### src/rtl/core_sequencer.sv
// core_sequencer: multi-cycle control FSM for the RV32I core.
// Steps each instruction through FETCH, DECODE, EXEC, (MEM), WB and takes
// traps/interrupts only at instruction boundaries.
//
// Optional feature: define SEQ_BUS_TIMEOUT_EN to add a bus wait timeout of
// TIMEOUT_CYCLES request cycles on both the fetch and load/store handshakes.
// Without it the sequencer waits indefinitely for an ack.
//
// Ports:
//   clk, rst_n                  core clock, async active-low reset
//   run_i, halt_i, irq_i        start/resume, stop request, external interrupt
//   ifu_req_o/ack_i/err_i       instruction fetch handshake
//   ir_we_o                     instruction register load
//   dec_*_i                     registered decoder outputs
//   lsu_req_o/we_o/ack_i/err_i  load/store handshake
//   pc_we_o, rf_we_o, csr_we_o  datapath write strobes
//   trap_o, trap_cause_o        trap entry strobe and {interrupt, code}
//   instret_o                   retire pulse
//   state_o                     current state for debug
module core_sequencer #(
  parameter int unsigned TIMEOUT_CYCLES = 256
) (
  input  logic       clk,
  input  logic       rst_n,
  input  logic       run_i,
  input  logic       halt_i,
  input  logic       irq_i,
  output logic       ifu_req_o,
  input  logic       ifu_ack_i,
  input  logic       ifu_err_i,
  output logic       ir_we_o,
  input  logic       dec_load_i,
  input  logic       dec_store_i,
  input  logic       dec_reg_w_en_i,
  input  logic       dec_csr_we_i,
  input  logic       dec_ecall_i,
  output logic       lsu_req_o,
  output logic       lsu_we_o,
  input  logic       lsu_ack_i,
  input  logic       lsu_err_i,
  output logic       pc_we_o,
  output logic       rf_we_o,
  output logic       csr_we_o,
  output logic       trap_o,
  output logic [4:0] trap_cause_o,
  output logic       instret_o,
  output logic [3:0] state_o
);

  typedef enum logic [3:0] {
    StIdle   = 4'd0,
    StFetch  = 4'd1,
    StDecode = 4'd2,
    StExec   = 4'd3,
    StMem    = 4'd4,
    StWb     = 4'd5,
    StTrap   = 4'd6,
    StHalt   = 4'd7
  } state_e;

  localparam logic [4:0] CauseFetchFault = 5'h01;
  localparam logic [4:0] CauseLoadFault  = 5'h05;
  localparam logic [4:0] CauseStoreFault = 5'h07;
  localparam logic [4:0] CauseEcall      = 5'h0B;
  localparam logic [4:0] CauseExtIrq     = 5'h1B;

  state_e     state_q, state_d;
  // Cause is latched on the edge that enters TRAP and held until the next trap.
  logic [4:0] cause_q, cause_d;
  logic       timeout;

`ifdef SEQ_BUS_TIMEOUT_EN
  localparam int unsigned CntRaw = $clog2(TIMEOUT_CYCLES + 1);
  localparam int unsigned CntW   = (CntRaw < 8) ? 8 : ((CntRaw > 16) ? 16 : CntRaw);
  localparam logic [CntW-1:0] CntLimit = CntW'(TIMEOUT_CYCLES - 1);

  logic [CntW-1:0] wait_q, wait_d;

  // wait_q counts request cycles already spent without ack; the cycle where it
  // hits TIMEOUT_CYCLES-1 is the last request cycle.
  assign timeout = (wait_q == CntLimit);

  always_comb begin
    wait_d = wait_q;
    if (state_d != state_q) begin
      wait_d = '0;
    end else if ((state_q == StFetch) || (state_q == StMem)) begin
      wait_d = wait_q + 1'b1;
    end
  end

  always_ff @(posedge clk or negedge rst_n) begin
    if (!rst_n) begin
      wait_q <= '0;
    end else begin
      wait_q <= wait_d;
    end
  end
`else
  assign timeout = 1'b0;
`endif

  always_comb begin
    state_d   = state_q;
    cause_d   = cause_q;
    ifu_req_o = 1'b0;
    ir_we_o   = 1'b0;
    lsu_req_o = 1'b0;
    lsu_we_o  = 1'b0;
    pc_we_o   = 1'b0;
    rf_we_o   = 1'b0;
    csr_we_o  = 1'b0;
    trap_o    = 1'b0;
    instret_o = 1'b0;

    unique case (state_q)
      StIdle: begin
        if (run_i) state_d = StFetch;
      end
      StFetch: begin
        ifu_req_o = 1'b1;
        if (ifu_ack_i) begin
          if (ifu_err_i) begin
            state_d = StTrap;
            cause_d = CauseFetchFault;
          end else begin
            ir_we_o = 1'b1;
            state_d = StDecode;
          end
        end else if (timeout) begin
          state_d = StTrap;
          cause_d = CauseFetchFault;
        end
      end
      StDecode: begin
        state_d = StExec;
      end
      StExec: begin
        if (dec_ecall_i) begin
          state_d = StTrap;
          cause_d = CauseEcall;
        end else if (dec_load_i || dec_store_i) begin
          state_d = StMem;
        end else begin
          state_d = StWb;
        end
      end
      StMem: begin
        lsu_req_o = 1'b1;
        lsu_we_o  = dec_store_i;
        if ((lsu_ack_i && lsu_err_i) || (!lsu_ack_i && timeout)) begin
          state_d = StTrap;
          cause_d = dec_store_i ? CauseStoreFault : CauseLoadFault;
        end else if (lsu_ack_i) begin
          state_d = StWb;
        end
      end
      StWb: begin
        pc_we_o   = 1'b1;
        rf_we_o   = dec_reg_w_en_i;
        csr_we_o  = dec_csr_we_i;
        instret_o = 1'b1;
        if (halt_i) begin
          state_d = StHalt;
        end else if (irq_i) begin
          state_d = StTrap;
          cause_d = CauseExtIrq;
        end else begin
          state_d = StFetch;
        end
      end
      StTrap: begin
        trap_o   = 1'b1;
        pc_we_o  = 1'b1;
        csr_we_o = 1'b1;
        state_d  = StFetch;
      end
      StHalt: begin
        if (run_i && !halt_i) state_d = StFetch;
      end
      default: begin
        state_d = StIdle;
      end
    endcase
  end

  always_ff @(posedge clk or negedge rst_n) begin
    if (!rst_n) begin
      state_q <= StIdle;
      cause_q <= '0;
    end else begin
      state_q <= state_d;
      cause_q <= cause_d;
    end
  end

  assign trap_cause_o = cause_q;
  assign state_o      = state_q;

endmodule
### config.mk
export PLATFORM = sky130hd
export DESIGN_NAME = core_sequencer
export DESIGN_NICKNAME = d
export VERILOG_FILES = /design/src/rtl/core_sequencer.sv
export SDC_FILE = /design/constraint.sdc
export NUM_CORES = 1
export LEC_CHECK = 0
export ABC_CLOCK_PERIOD_IN_PS = 2470
export BUFFER_PORTS_ARGS = -buffer_cell sky130_fd_sc_hd__buf_2
export CAP_MARGIN = 20
export CORE_MARGIN = 1.5
export CORE_UTILIZATION = 47
export CTS_CLUSTER_DIAMETER = 150
export CTS_CLUSTER_SIZE = 30
export DETAILED_ROUTE_END_ITERATION = 7
export PLACE_DENSITY = 0.92
export RECOVER_POWER = 50
export SKIP_LAST_GASP = 1
export SLEW_MARGIN = 20
export SYNTH_ARGS = -nofsm -noshare
export SYNTH_HDL_FRONTEND = slang
export SYNTH_SLANG_ARGS = --single-unit
### constraint.sdc
create_clock -name clk -period 2.47 [get_ports clk]
set_input_delay 0.494 -clock clk [delete_from_list [all_inputs] [get_ports clk]]
set_output_delay 0.494 -clock clk [all_outputs]
set_load 0.03 [all_outputs]
==> key figures <==
Global route
  • Congestion Overflow GR: 0
  • First-pass GRT wire length: ~2000 um
  • Initial antenna violation count: 0
  • Largest net degree at the start of global routing: 21
  • Overall routing resource usage: 19.2%
  • Vias in the first global route: 474

Clocking
  • Post-cts sizing count: 0
  • Clock Tree Buf Depth: 2
  • CTS tree: built
  • Reg clk slew, reported paths: 0.05 ns
  • Cts hold-fix bufs: 0
  • CTS Buf Count: 3
  • # Post-CTS Setup Buffers: 0
  • Sink Count: 8
  • Clk root buf: clkbuf_4
  • # H-tree levels: 1
  • Clk_lat worst skew: 0.25 ns

Placement
  • Place WS: around 0.57 ns
  • Post-detail-place hpwl: 1200 um
  • RePlAce Congestion: around 0.83
  • Port bufs: 30
  • Placed insts: 106

Critical path
  • CP max FO: 20
  • R2R setup slack: 0.34 ns
  • CP startpoint kind: flop
  • Worst Path Buf+Inv: 1
  • Worst R2R Path Depth: 4
  • Worst EP required: 1.98 ns
  • Critical path, cell by cell: nand2b_4 > nor4b_1 > buf_2
  • FF-to-FF Start: state_o[2]$_DFFE_PN0P_
  • Slowest stage delay, CP: ~0.60 ns
  • CP delay by family, top: flip-flops
  • R2R Path End: trap_cause_o[4]$_DFFE_PN0P_
  • CP max-delay cell: dfrtp_1
  • Crit end category: output port
  • Worst path arrival time: around 1.7 ns
  • Crit Path Class: flop to output port

Timing
  • Post-route setup slack: 0.331 ns
  • Tmin final: 2.14 ns
  • # setup viols final: 0
  • Final hold violations: 0
  • Final clock skew: 0.00242 ns
  • Sum of negative setup slack: 0 ns
  • Worst-Margin Slew: 0.865 ns
  • Fmax: 467 MHz
  • Max Slew Vio Count: 0
  • Slew HR: 41.7%
  • RSZ-0062 raised after global routing: false
  • Fin crit share: 86.6%

Route
  • Pre-Repair DR Iteration Count: 4
  • DRT iter0 DRCs: 9
  • Total wire length: 1490 um
  • Wire per inst: between 10 and 15 um
  • Vias: 581
  • Number of antenna-violating nets in the routed design: 0
  • Vias per inst: 5.33
  • Residual DRC: 0

Pwr
  • VDD IR-drop max: 0.667 mV
  • Pleak: around 0.41 nW
  • Total power: around 1.2 mW
  • PD cells: 1530 nW/um^2

Synthesis
  • Syn nets: between 70 and 80
  • Yosys reg bits: 8
  • Average size of a mapped cell: 9.97 sq um
  • Mapped Cells: 65
  • Post-synthesis sequential area ratio: 30.9%
  • Synthesis warning total: 0
  • Syn Std Cell Area: 648 sq um
  • Yosys cell types: 36

Worst hold path
  • Class of the worst hold path: input port to async pin

Floorplan
  • Core Footprint: 1280 sq um
  • Boundary pin count: 32
  • Initial Util: 50.4%
  • Die height: 40.1 um
  • Cell row count: 13
  • Die ar.: 1610 sq um
  • Die width: 40.1 um

Outcome
  • Run status: finished, final reports clean

Finish
  • Share of layout cells above drive strength 1: 39.4%
  • Layout Nets: 110
  • FILL cells: 129
  • Util after Layout: 62.1%
  • Post-Layout Cell Count: 109
  • # diodes: 0
  • Area Overhead vs Synth: 23.2%

Run
  • Max-cap violations: 0
-- routing by layer --
metal | track usage (%) | wire length, um
met5 | 0 | 0
met4 | 7.76 | 0
met3 | 3.33 | 78
met2 | 35.1 | 776
met1 | 21.7 | 630
-- cells in the mapped netlist --
library cell / instances / area share, %
a2111oi_4: 1 / 4.2
a21o_1: 2 / 2.3
a21oi_1: 2 / 1.5
a21oi_2: 1 / 1.4
a221oi_4: 1 / 4.1
a31o_2: 1 / 1.4
a31oi_1: 1 / 0.97
a41o_1: 1 / 1.5
and2_1: 3 / 2.9
and2_4: 1 / 1.4
and3_1: 2 / 1.9
and4_1: 1 / 1.4
buf_2: 1 / 0.77
buf_4: 2 / 2.3
buf_6: 1 / 1.7
clkbuf_1: 1 / 0.58
conb_1: 1 / 0.58
dfrtp_1: 8 / 31
inv_1: 2 / 1.2
mux2_4: 3 / 6.9
mux2i_1: 3 / 4.6
nand2_1: 3 / 1.7
nand2b_1: 3 / 2.9
nand2b_4: 1 / 2.1
nor2_1: 3 / 1.7
nor2b_1: 1 / 0.97
nor2b_2: 1 / 1.4
nor3_1: 1 / 0.77
nor3b_1: 1 / 1.2
nor4b_1: 1 / 1.4
o21a_1: 1 / 1.2
o21ai_0: 4 / 3.1
o21ai_2: 1 / 1.4
o31ai_1: 1 / 1.2
or3_1: 2 / 1.9
xor2_1: 2 / 2.7
-- through the flow --
step / hold WS, ns / instance area [sq um]
finish: 0.150 / 798
global route: 0.173 / 798
CTS: 0.0745 / 817
detailed placement: 0.342 / 795
global placement: 0.337 / 795
floorplan: 0.198 / 653
-- placed cells by master (no fill, tap or decap) --
master | Yosys | routed
nand2b_1 | 3 | 3
o21a_1 | 1 | 1
a2111oi_4 | 1 | 1
clkbuf_1 | 1 | 7
and2_4 | 1 | 1
and4_1 | 1 | 1
and2_1 | 3 | 3
or3_1 | 2 | 2
nor2b_1 | 1 | 1
xor2_1 | 2 | 2
a41o_1 | 1 | 1
mux2i_1 | 3 | 3
nor2_1 | 3 | 3
inv_1 | 2 | 2
nor2b_2 | 1 | 1
dfrtp_1 | 8 | 8
a31oi_1 | 1 | 1
and3_1 | 2 | 2
conb_1 | 1 | 1
a221oi_4 | 1 | 1
a21oi_1 | 2 | 3
o21ai_0 | 4 | 5
mux2_4 | 3 | 3
o31ai_1 | 1 | 1
nor4b_1 | 1 | 1
buf_2 | 1 | 24
clkbuf_4 | 0 | 3
a21o_1 | 2 | 2
nor3_1 | 1 | 1
nor3b_2 | 0 | 1
nand2_1 | 3 | 3
nand2b_4 | 1 | 1
a31o_2 | 1 | 1
-- kinds of logic after synthesis --
group	synth area share [%]
compound gates	24.1
xor+xnor	2.70
buf+inv	6.56
flops	30.9
mux	11.6
other cells	0.579
simple gates	23.6
-- worst max path at each step --
stage / end / depth (start not counted) / slack (ns) / startpoint
global placement: ir_we_o / 3 / 0.63 / state_o[2]$_DFFE_PN0P_
finish: ir_we_o / 3 / 0.33 / state_o[2]$_DFFE_PN0P_
detailed placement: ir_we_o / 3 / 0.57 / state_o[2]$_DFFE_PN0P_
floorplan: ir_we_o / 3 / 0.07 / state_o[2]$_DFFE_PN0P_
global route: trap_cause_o[1]$_DFFE_PN0P_ / 4 / 0.22 / state_o[2]$_DFFE_PN0P_
CTS: ir_we_o / 3 / 0.30 / state_o[2]$_DFFE_PN0P_
-- power by group --
part | switching (mW) | internal, mW | total, mW
combinational | 0.470 | 0.336 | 0.805
clock | 0.0413 | 0.0554 | 0.0967
sequential | 0.135 | 0.186 | 0.322
-- state kept, by name, summed over array words and instances (netlist names) --
signal        count
state_o           3
trap_cause_o      5
-- worst reg2reg max path, delay by kind of cell (launching register included) --
kind           cells  cell delay [ns]
AO/OA/AOI/OAI      3             0.87
multiplexers       1             0.41
flip-flops         1             0.74
-- final cells by class --
cell class	count	area, sq um	area share, %
tap	15	18.8	2.35
sequential	8	200	25.1
multi-input combinational	50	403	50.5
timing repair buffer	31	146	18.3
clock buffer	3	22.5	2.82
inverter	2	7.51	0.940
No activity file was read; power rests on OpenSTA's default activity.
